===== src/rtl/lif_spike_monitor.sv =====
// Spike-train observer: windowed firing rate, inter-spike interval and burst flag.
// The edge detector samples every cycle; ena freezes measurement state and clear wipes it.
module lif_spike_monitor #(
  parameter int WINDOW    = 64,
  parameter int CNT_W     = 8,
  parameter int ISI_W     = 8,
  parameter int BURST_GAP = 4,
  parameter int BURST_MIN = 3
) (
  input  logic             clk,
  input  logic             rst_n,
  input  logic             ena,
  input  logic             clear,
  input  logic             spike,
  output logic [CNT_W-1:0] rate,
  output logic             rate_valid,
  output logic [ISI_W-1:0] isi,
  output logic             burst
);
  localparam int WIN_W = (WINDOW > 1) ? $clog2(WINDOW) : 1;
  localparam int RUN_W = $clog2(BURST_MIN + 1) + 1;
  localparam logic [WIN_W-1:0] WIN_LAST = WIN_W'(WINDOW - 1);
  localparam logic [CNT_W-1:0] CNT_MAX  = {CNT_W{1'b1}};
  localparam logic [ISI_W-1:0] ISI_MAX  = {ISI_W{1'b1}};
  localparam logic [31:0]      GAP_LIM  = 32'(BURST_GAP);
  localparam logic [31:0]      RUN_LIM  = 32'(BURST_MIN);

  typedef enum logic [1:0] {IDLE, CAND, BURST} state_t;

  logic             spike_d_reg;
  logic [WIN_W-1:0] win_cnt_reg;
  logic [CNT_W-1:0] acc_reg;
  logic [ISI_W-1:0] gap_reg;
  logic             seen_reg;
  logic [RUN_W-1:0] run_reg;
  state_t           state_reg;

  logic             edge_det;
  logic             win_end;
  logic             close;
  logic             gap_expired;
  logic [CNT_W-1:0] acc_next;
  logic [ISI_W-1:0] gap_next;
  logic [RUN_W-1:0] run_inc;
  logic [RUN_W-1:0] run_next;
  state_t           state_next;

  assign edge_det    = spike & ~spike_d_reg;
  assign win_end     = (win_cnt_reg == WIN_LAST);
  assign acc_next    = (edge_det && (acc_reg != CNT_MAX)) ? acc_reg + CNT_W'(1) : acc_reg;
  assign gap_next    = edge_det ? ISI_W'(1)
                     : ((gap_reg == ISI_MAX) ? gap_reg : gap_reg + ISI_W'(1));
  // During an edge cycle gap_reg already holds the distance to the previous edge
  assign close       = edge_det & seen_reg & (32'(gap_reg) <= GAP_LIM);
  assign gap_expired = (32'(gap_reg) >= GAP_LIM);
  assign run_inc     = run_reg + RUN_W'(1);

  always_comb begin
    state_next = state_reg;
    run_next   = run_reg;
    case (state_reg)
      IDLE: begin
        if (edge_det) begin
          state_next = CAND;
          run_next   = RUN_W'(1);
        end
      end
      CAND: begin
        if (close) begin
          run_next = run_inc;
          if (32'(run_inc) >= RUN_LIM) state_next = BURST;
        end else if (edge_det) begin
          run_next = RUN_W'(1);
        end else if (gap_expired) begin
          state_next = IDLE;
        end
      end
      BURST: begin
        if (close) begin
          state_next = BURST;
        end else if (edge_det) begin
          state_next = CAND;
          run_next   = RUN_W'(1);
        end else if (gap_expired) begin
          state_next = IDLE;
        end
      end
      default: state_next = IDLE;
    endcase
  end

  always_ff @(posedge clk or negedge rst_n) begin
    if (!rst_n) begin
      spike_d_reg <= 1'b0;
      win_cnt_reg <= '0;
      acc_reg     <= '0;
      gap_reg     <= '0;
      seen_reg    <= 1'b0;
      run_reg     <= '0;
      state_reg   <= IDLE;
      rate        <= '0;
      rate_valid  <= 1'b0;
      isi         <= '0;
      burst       <= 1'b0;
    end else begin
      spike_d_reg <= spike;
      if (clear) begin
        win_cnt_reg <= '0;
        acc_reg     <= '0;
        gap_reg     <= '0;
        seen_reg    <= 1'b0;
        run_reg     <= '0;
        state_reg   <= IDLE;
        rate        <= '0;
        rate_valid  <= 1'b0;
        isi         <= '0;
        burst       <= 1'b0;
      end else if (ena) begin
        win_cnt_reg <= win_end ? '0 : win_cnt_reg + WIN_W'(1);
        rate_valid  <= win_end;
        if (win_end) begin
          rate    <= acc_next;
          acc_reg <= '0;
        end else begin
          acc_reg <= acc_next;
        end
        gap_reg <= gap_next;
        // The first edge after reset/clear only arms the interval measurement
        if (edge_det) begin
          seen_reg <= 1'b1;
          if (seen_reg) isi <= gap_reg;
        end
        state_reg <= state_next;
        run_reg   <= run_next;
        burst     <= (state_next == BURST);
      end else begin
        rate_valid <= 1'b0;
      end
    end
  end
endmodule


===== config.mk =====
export PLATFORM = sky130hd
export DESIGN_NAME = lif_spike_monitor
export DESIGN_NICKNAME = d
export VERILOG_FILES = /design/src/rtl/lif_spike_monitor.sv
export SDC_FILE = /design/constraint.sdc
export NUM_CORES = 1
export LEC_CHECK = 0
export CORE_ASPECT_RATIO = 0.6
export CORE_MARGIN = 5
export CORE_UTILIZATION = 40
export DETAILED_ROUTE_END_ITERATION = 10
export PLACE_DENSITY = 0.63
export SETUP_SLACK_MARGIN = 0.3
export SYNTH_ARGS = -nofsm -noshare
export SYNTH_HDL_FRONTEND = slang
export SYNTH_SLANG_ARGS = --single-unit

===== constraint.sdc =====
create_clock -name clk -period 3.51 [get_ports clk]
set_input_delay 0.702 -clock clk [delete_from_list [all_inputs] [get_ports clk]]
set_output_delay 0.702 -clock clk [all_outputs]
set_load 0.01 [all_outputs]

==> impl_metrics.tcl, run 1 <==
set metrics [dict create \
    status "finished clean" \
    place.gp.congestion 0.894 \
    holdBufCountCts 0 \
    grt_use_met2_pct 20.4 \
    core_um2 6190 \
    syn_nets 305 \
    hold_class "flop to flop" \
    grt-ovfl-total 0 \
    synth_area_leaders "dfrtp_1, nor2_1, ha_1" \
    p_leak_nw 1.20 \
    finalMaxSlewViolations 0 \
    drt_wl_total_um 6020 \
    clkLatencyLatePin_ns 0.30 \
    synth_top_cell_by_area "dfrtp_1" \
    antenna_found_initial 0 \
    instances_no_fill 393 \
    crit_required_ns 3.75 \
    setup_violations 0 \
    end_kind "flop" \
    synth-seq-area-share_pct 45.5 \
    ir_worst_vdd_uv 171 \
    worstPathArrival_ns 2.63 \
    rsz0062_at_grt "no" \
    grt_pass1_vias 1991 \
    setup_tns_ns 0 \
    critPathKind "primary input to flop" \
    vias 2170 \
    drive_gt1_share_pct 6.15 \
    dieWidth_um 114 \
    cts_tree "yes" \
    met1_usage_pct 24.7 \
    ant_nets 0 \
    clk_pin_slew_ns 0.09 \
    avgSynthCellArea_um2 8.92 \
    synthesis.area_um2 2590 \
    n_fill_cell 608 \
    timing.final.crit_share_pct 68.0 \
    die_y_um 72.3 \
    yosysWarnings 0 \
    num_antenna_cells 0 \
    grt_start_max_net_pins 48 \
    cts_buffers 5 \
    power_uw 990 \
    synth.distinct_cells 49 \
    nNetsFinal 323 \
    synthArstFlopShare_pct 100 \
    cts.sinks 47 \
    port-buffer-count 22 \
    wl_per_cell_um 15.3 \
    post-route-drc-count 0 \
    final_cell_mix "dfrtp_1, nor2_1, nand2_1, a21oi_1, clkdlybuf4s50_1" \
    fin_util_pct 48.0 \
    grt_util_all_layers_pct 15.3 \
    initial_utilization_pct 41.8 \
    path_buf_inv 2 \
    synth_ff_type "dfrtp_1" \
    postCtsResizedCells 0 \
    design_area_um2 2970 \
    relSlewSlack_pct 28.5 \
    first_pass_iters 4 \
    critPathSlowestCell "or4_4" \
    cp-start-kind "primary input" \
    syn2layout_area_growth_pct 14.9 \
    max_freq_mhz 419 \
    viasPerCell 5.52 \
    dp_cells 385 \
    htreeDepth 2 \
    synth_seq_cells 47 \
    worst_pin_slew_ns 1.07 \
    period_minus_slack_ns 2.39 \
    die-area_um2 8230 \
    root_buffer "clkbuf_8" \
    cp_slowest_stage_delay_ns 0.59 \
    grt_first_pass_wirelength_um 10100 \
    drtIter0Drc 199 \
    crit_family "simple AND/OR/NAND/NOR gates" \
    maxCapViolations 0 \
    cts_buffer_depth 2 \
    rows 22 \
    path_cells "clkdlybuf4s50_1 -> nor2b_1 -> buf_4 -> nand3_1 -> or4_4 -> nand2b_4 -> a21oi_2" \
    hpwlAfterDp_um 4220 \
    pin_count 23 \
    synth_edf_count 0 \
    grt_util_met3_pct 3.75 \
    powerDensity_nw_per_um2 333 \
    skew_ns 0.00492 \
    finalHoldViolCount 0 \
    cp_max_fo 9 \
    syn-instance-count 290 \
    final_common_cell "dfrtp_1" \
    post_dp_cell_area_um2 2880 \
    grt_busiest_layer "met1" \
    post_cts_buffers 0 \
    synth_top_cell_area_share_pct 45.5 \
]
## cells by family (layout without fill, tap and decap cells)
kind of cell	Yosys count	in the layout	share of synthesized area, %
adders and majority gates	10	10	4.84
buffers and inverters	26	45	4.06
AOI/OAI and AO/OA	79	79	20.1
xor gates and xnor gates	10	10	3.39
DFF	47	47	45.5
and+or+nand+nor	115	115	20.9
muxes	3	3	1.16
## worst register-to-register path, delay by kind of cell (launching register included)
family          cells  cell delay (ns)
compound gates      1             0.10
flops               1             0.45
simple gates        4             1.60
## metrics by stage
| stage | worst slack, ns | hold WS (ns) |
|---|---|---|
| 2_1_floorplan | 1.40 | 0.406 |
| 5_1_grt | 0.991 | 0.552 |
| 4_1_cts | 1.12 | 0.532 |
| 6_report | 1.12 | 0.527 |
| 3_3_place_gp | 0.876 | 0.505 |
| 3_5_place_dp | 0.808 | 0.518 |
## layer usage
metal | up-vias | share of wire [%]
li1 | 1077 | -
met1 | 1030 | 54
met2 | 58 | 38
met3 | 5 | 7.0
met4 | 0 | 0.60
met5 | - | 0
## cell usage after synthesis (7+ instances only)
library cell	n
a211oi_1	11
nand3_1	10
xnor2_1	7
dfrtp_1	47
nor3_1	13
inv_1	10
clkbuf_1	14
nand2_1	33
ha_1	10
o21ai_0	17
a21oi_1	21
nor2_1	35
## final timing paths
path	to	cells past startpoint	from	slack [ns]
min in group asynchronous	rate[4]	1	rst_n	0.58
max	run_reg[2]	7	spike	1.12
max reg2reg	run_reg[2]	5	gap_reg[5]	1.29
max in group asynchronous	gap_reg[3]	1	rst_n	2.26
min reg2reg	isi[6]	2	isi[6]	0.53
min	isi[6]	2	isi[6]	0.53
## cell type report
cell class / instances / area [um2] / share of cell area (%)
Multi-Input combinational cell: 217 / 1310 / 43.9
Inverter: 10 / 37.5 / 1.26
Timing Repair Buffer: 27 / 253 / 8.51
Tap cell: 84 / 105 / 3.54
Sequential cell: 47 / 1180 / 39.6
Clock inverter: 1 / 8.76 / 0.295
Clock buffer: 7 / 86.3 / 2.91
## where the power goes
group	internal, mW	switching (mW)
Sequential	0.548	0.00834
Combinational	0.0254	0.0525
Clock	0.162	0.193
(Power assumes the default switching activity.)
==> run 2: changes to the inputs <==
--- a/config.mk
+++ b/config.mk
@@ -9,7 +9,7 @@
 export CORE_MARGIN = 5
 export CORE_UTILIZATION = 40
 export DETAILED_ROUTE_END_ITERATION = 10
-export PLACE_DENSITY = 0.63
+export PLACE_DENSITY = 0.65
 export SETUP_SLACK_MARGIN = 0.3
 export SYNTH_ARGS = -nofsm -noshare
 export SYNTH_HDL_FRONTEND = slang
==> constraint.sdc (replaced) <==
create_clock -name clk -period 2.1 [get_ports clk]
set_input_delay 0.42 -clock clk [delete_from_list [all_inputs] [get_ports clk]]
set_output_delay 0.42 -clock clk [all_outputs]
set_load 0.01 [all_outputs]
==> impl_metrics.tcl, run 2 (same netlist as run 1, synthesis figures left out) <==
set metrics [dict create \
    status "finished clean" \
    cp_slowest_stage_delay_ns 0.54 \
    crit_family "compound AO/OA/AOI/OAI gates" \
    root_buffer "clkbuf_8" \
    rrSetupSlack_ns 0.1 \
    p_leak_nw 1.33 \
    grt_first_pass_wirelength_um 10800 \
    rows 22 \
    hpwlAfterDp_um 4350 \
    place.gp.congestion 0.883 \
    skew_ns 0.00508 \
    end_kind "flop" \
    drtIter0Drc 229 \
    r2r-start "gap_reg[4]" \
    cp_max_fo 2 \
    syn2layout_area_growth_pct 30.1 \
    path_cells "or4_4 -> buf_4 -> o311ai_4 -> o41ai_4 -> buf_4 -> o41ai_4" \
    worstPathArrival_ns 2.20 \
    num_antenna_cells 0 \
    vias 2302 \
    antenna_found_initial 0 \
    drt_wl_total_um 6540 \
    grt_pass1_vias 2203 \
    timing.final.crit_share_pct 95.3 \
    viasPerCell 5.53 \
    grt-ovfl-total 0 \
    pin_count 23 \
    post_dp_cell_area_um2 3050 \
    port-buffer-count 22 \
    r2r_cells 6 \
    post-route-drc-count 0 \
    rsz0062_at_grt "yes" \
    setup_violations 0 \
    die_y_um 72.3 \
    grt_util_all_layers_pct 16.4 \
    wl_per_cell_um 15.7 \
    setup_tns_ns 0 \
    grt_start_max_net_pins 44 \
    finalHoldViolCount 0 \
    hold_class "primary input to async pin" \
    final_common_cell "dfrtp_1" \
    fin_util_pct 54.3 \
    final_cell_mix "dfrtp_1, nand2_1, nor2_1, buf_4" \
    core_um2 6190 \
    max_freq_mhz 500 \
    design_area_um2 3370 \
    dieWidth_um 114 \
    period_minus_slack_ns 2.00 \
    cts_buffer_depth 2 \
    die-area_um2 8230 \
    drive_gt1_share_pct 22.0 \
    cts.sinks 47 \
    ant_nets 0 \
    nNetsFinal 346 \
    path_buf_inv 2 \
    r2r_end "state_reg[0]" \
    clkLatencyLatePin_ns 0.31 \
    first_pass_iters 5 \
    worst_pin_slew_ns 0.643 \
    setup_ws_ns 0.0982 \
    critPathKind "flop to flop" \
    critPathSlowestCell "or4_4" \
    relSlewSlack_pct 57.1 \
    hold_ws_ns 0.129 \
    ir_worst_vdd_uv 260 \
    cp-start-kind "flop" \
    cts_buffers 5 \
    maxCapViolations 0 \
    powerDensity_nw_per_um2 489 \
    initial_utilization_pct 41.8 \
    clk_pin_slew_ns 0.09 \
    holdBufCountCts 0 \
    finalMaxSlewViolations 0 \
    dp_slack_ns -0.122 \
    htreeDepth 2 \
    cts_tree "yes" \
    crit_required_ns 2.30 \
]
-- run 2: area by class of cell --
class                   instances  area [um2]
flip-flops and latches         47        1180
clock inverters                 2        12.5
multi-input cells             217        1500
fillers                       578        2830
repair buffers                 50         458
clock buffers                   6        72.6
well taps                      84         105
inverters                      10        37.5
-- run 2: layer usage --
metal / track usage, % / routed length, um / vias up
met5: 0 / 0 / -
met4: 4.74 / 77 / 0
met3: 3.50 / 280 / 9
met2: 23.6 / 2800 / 46
met1: 24.6 / 3380 / 1124
li1: - / - / 1123
-- run 2: how the worst max path moves through the flow --
| stage | start | slack [ns] | cells past startpoint | to |
|---|---|---|---|---|
| after floorplan | gap_reg[4] | 0.09 | 6 | run_reg[2] |
| after global placement | spike | -0.05 | 7 | burst |
| after detailed placement | spike | -0.12 | 7 | burst |
| after CTS | gap_reg[4] | 0.1 | 5 | run_reg[2] |
| after global routing | gap_reg[4] | 0.02 | 6 | burst |
| final | gap_reg[4] | 0.1 | 6 | state_reg[0] |
-- run 2: stage by stage --
step	power [mW]	std cells
after CTS	1.65	413
after global routing	1.72	416
final	1.64	416
after floorplan	1.03	290
after global placement	1.09	404
after detailed placement	1.09	404
-- run 2: report_power, final --
part           internal, mW  switching, mW
combinational        0.0590          0.100
clock                 0.233          0.318
sequential            0.917         0.0165
total                  1.21          0.435
-- run 2: timing repair --
item / 4_1_cts / 5_1_grt
gates resized for setup: 11 / 32
setup buffers: 1 / 3
pin swaps: 2 / 8
setup endpoints to repair: 9 / 26
==> run 3: changes to the inputs <==
--- a/config.mk
+++ b/config.mk
@@ -5,12 +5,11 @@
 export SDC_FILE = /design/constraint.sdc
 export NUM_CORES = 1
 export LEC_CHECK = 0
-export CORE_ASPECT_RATIO = 0.6
 export CORE_MARGIN = 5
 export CORE_UTILIZATION = 40
 export DETAILED_ROUTE_END_ITERATION = 10
 export PLACE_DENSITY = 0.65
-export SETUP_SLACK_MARGIN = 0.3
+export SETUP_SLACK_MARGIN = 0.5
 export SYNTH_ARGS = -nofsm -noshare
 export SYNTH_HDL_FRONTEND = slang
 export SYNTH_SLANG_ARGS = --single-unit
==> impl_metrics.tcl, run 3 (same netlist as run 1, synthesis figures left out) <==
set metrics [dict create \
    status "finished clean" \
    drive_gt1_share_pct 27.5 \
    clockPowerShare_pct 34.3 \
    grt_pass1_vias 2268 \
    r2r_end "run_reg[2]" \
    crit_end "run_reg[2]" \
    final_cell_mix "dfrtp_1, buf_4, nand2_1, nor2_1" \
    syn2layout_area_growth_pct 35.9 \
    cp-start-kind "flop" \
    setup_ws_ns 0.0897 \
    p_sw_uw 435 \
    wl_per_cell_um 15.4 \
    clkLatencyLatePin_ns 0.30 \
    htreeDepth 2 \
    antenna_found_initial 0 \
    place.gp.congestion 0.886 \
    path_cells "or4_4 -> or2_4 -> or4_4 -> nand2b_4 -> a21oi_2" \
    timing.final.crit_share_pct 95.7 \
    viasPerCell 5.57 \
    design_area_um2 3520 \
    intPower_mw 1.26 \
    die_y_um 90.4 \
    grt_first_pass_wirelength_um 11000 \
    root_buffer "clkbuf_8" \
    maxCapViolations 0 \
    ant_nets 0 \
    vias 2349 \
    worstPathArrival_ns 2.24 \
    grt-ovfl-total 0 \
    setup_violations 0 \
    initial_utilization_pct 41.0 \
    worst_pin_slew_ns 0.391 \
    comb_power_share_pct 10.9 \
    crit_required_ns 2.33 \
    instances_no_fill 422 \
    powerDensity_nw_per_um2 482 \
    die-area_um2 8170 \
    num_antenna_cells 0 \
    rows 29 \
    hpwlAfterDp_um 4170 \
    drt_wl_total_um 6510 \
    post-route-drc-count 0 \
    drtIter0Drc 133 \
    cts_buffer_depth 2 \
    crit_top_cell "or4_4" \
    pin_count 23 \
    startpoint "gap_reg[4]" \
    core_um2 6310 \
    cts_buffers 5 \
    finalMaxSlewViolations 0 \
    switching_share_pct 25.7 \
    nNetsFinal 359 \
    end_kind "flop" \
    dieWidth_um 90.4 \
    holdBufCountCts 0 \
    final_common_cell "dfrtp_1" \
    fin_util_pct 55.7 \
    rsz0062_at_grt "yes" \
    ir_worst_vdd_uv 278 \
    max_freq_mhz 497 \
    cts.sinks 47 \
    period_minus_slack_ns 2.01 \
    dp_cells 397 \
    n_fill_cell 567 \
    grt_start_max_net_pins 48 \
    critPathKind "flop to flop" \
    cp_slowest_stage_delay_ns 0.55 \
    skew_ns 0.00922 \
    r2r-start "gap_reg[4]" \
    dp_slack_ns -0.0998 \
    cts_tree "yes" \
    hold_ws_ns 0.0858 \
    finalHoldViolCount 0 \
    rrSetupSlack_ns 0.09 \
    port-buffer-count 22 \
    p_leak_nw 1.54 \
    relSlewSlack_pct 73.8 \
    ff_latch_area_um2 1180 \
    multi_input_area_um2 1550 \
    hold_class "primary input to async pin" \
    clk_pin_slew_ns 0.09 \
    r2r_cells 5 \
    cp_max_fo 6 \
    seqPwrFrac_pct 54.8 \
    first_pass_iters 5 \
    grt_util_all_layers_pct 15.9 \
    critPathSlowestCell "or4_4" \
    post_dp_cell_area_um2 3070 \
]
## run 3: area by class of cell
| type | instances | share of cell area, % |
|---|---|---|
| Multi-Input combinational cell | 217 | 44.1 |
| Sequential cell | 47 | 33.7 |
| Timing Repair Buffer | 63 | 15.8 |
| Tap cell | 77 | 2.74 |
| Clock buffer | 7 | 2.46 |
| Inverter | 10 | 1.07 |
| Clock inverter | 1 | 0.249 |
## run 3: power groups by stage
| stage | combinational, mW | sequential [mW] | clock (mW) |
|---|---|---|---|
| 5_1_grt | 0.204 | 0.931 | 0.645 |
| 6_report | 0.184 | 0.929 | 0.583 |
| 3_5_place_dp | 0.153 | 0.948 | 0 |
| 2_1_floorplan | 0.0820 | 0.945 | 0 |
| 3_3_place_gp | 0.151 | 0.949 | 0 |
| 4_1_cts | 0.160 | 0.929 | 0.605 |
## run 3: worst min path at each step
stage | slack (ns) | end | start
after CTS | 0.09 | isi[1] | rst_n
after floorplan | 0.12 | acc_reg[0] | rst_n
after detailed placement | 0.43 | win_cnt_reg[4] | rst_n
after global routing | 0.11 | rate[1] | rst_n
final | 0.09 | rate[1] | rst_n
after global placement | 0.43 | win_cnt_reg[4] | rst_n
## run 3: what timing repair did
item	CTS	global route
endpoints found under the setup margin	54	29
pin swaps	8	23
gates resized for setup	34	47
setup buffers	9	8
## run 3: per-stage QoR
step	setup TNS (ns)	power, mW
global route	0	1.78
finish	0	1.70
CTS	0	1.70
global placement	-0.0333	1.10
detailed placement	-0.302	1.10
floorplan	0	1.03
## run 3: worst max-delay path, delay by kind of cell, from the launching register on
| kind | cells | cell delay (ns) |
|---|---|---|
| AOI/OAI and AO/OA | 1 | 0.12 |
| and+or+nand+nor | 4 | 1.41 |
| DFF | 1 | 0.40 |
## run 3: layer usage
| layer | GRT usage, % | share of wire [%] | vias to the layer above |
|---|---|---|---|
| li1 | - | - | 1144 |
| met4 | 6.08 | 1.9 | 0 |
| met5 | 0 | 0 | - |
| met2 | 25.2 | 49 | 42 |
| met1 | 21.3 | 46 | 1148 |
| met3 | 3.08 | 2.9 | 15 |
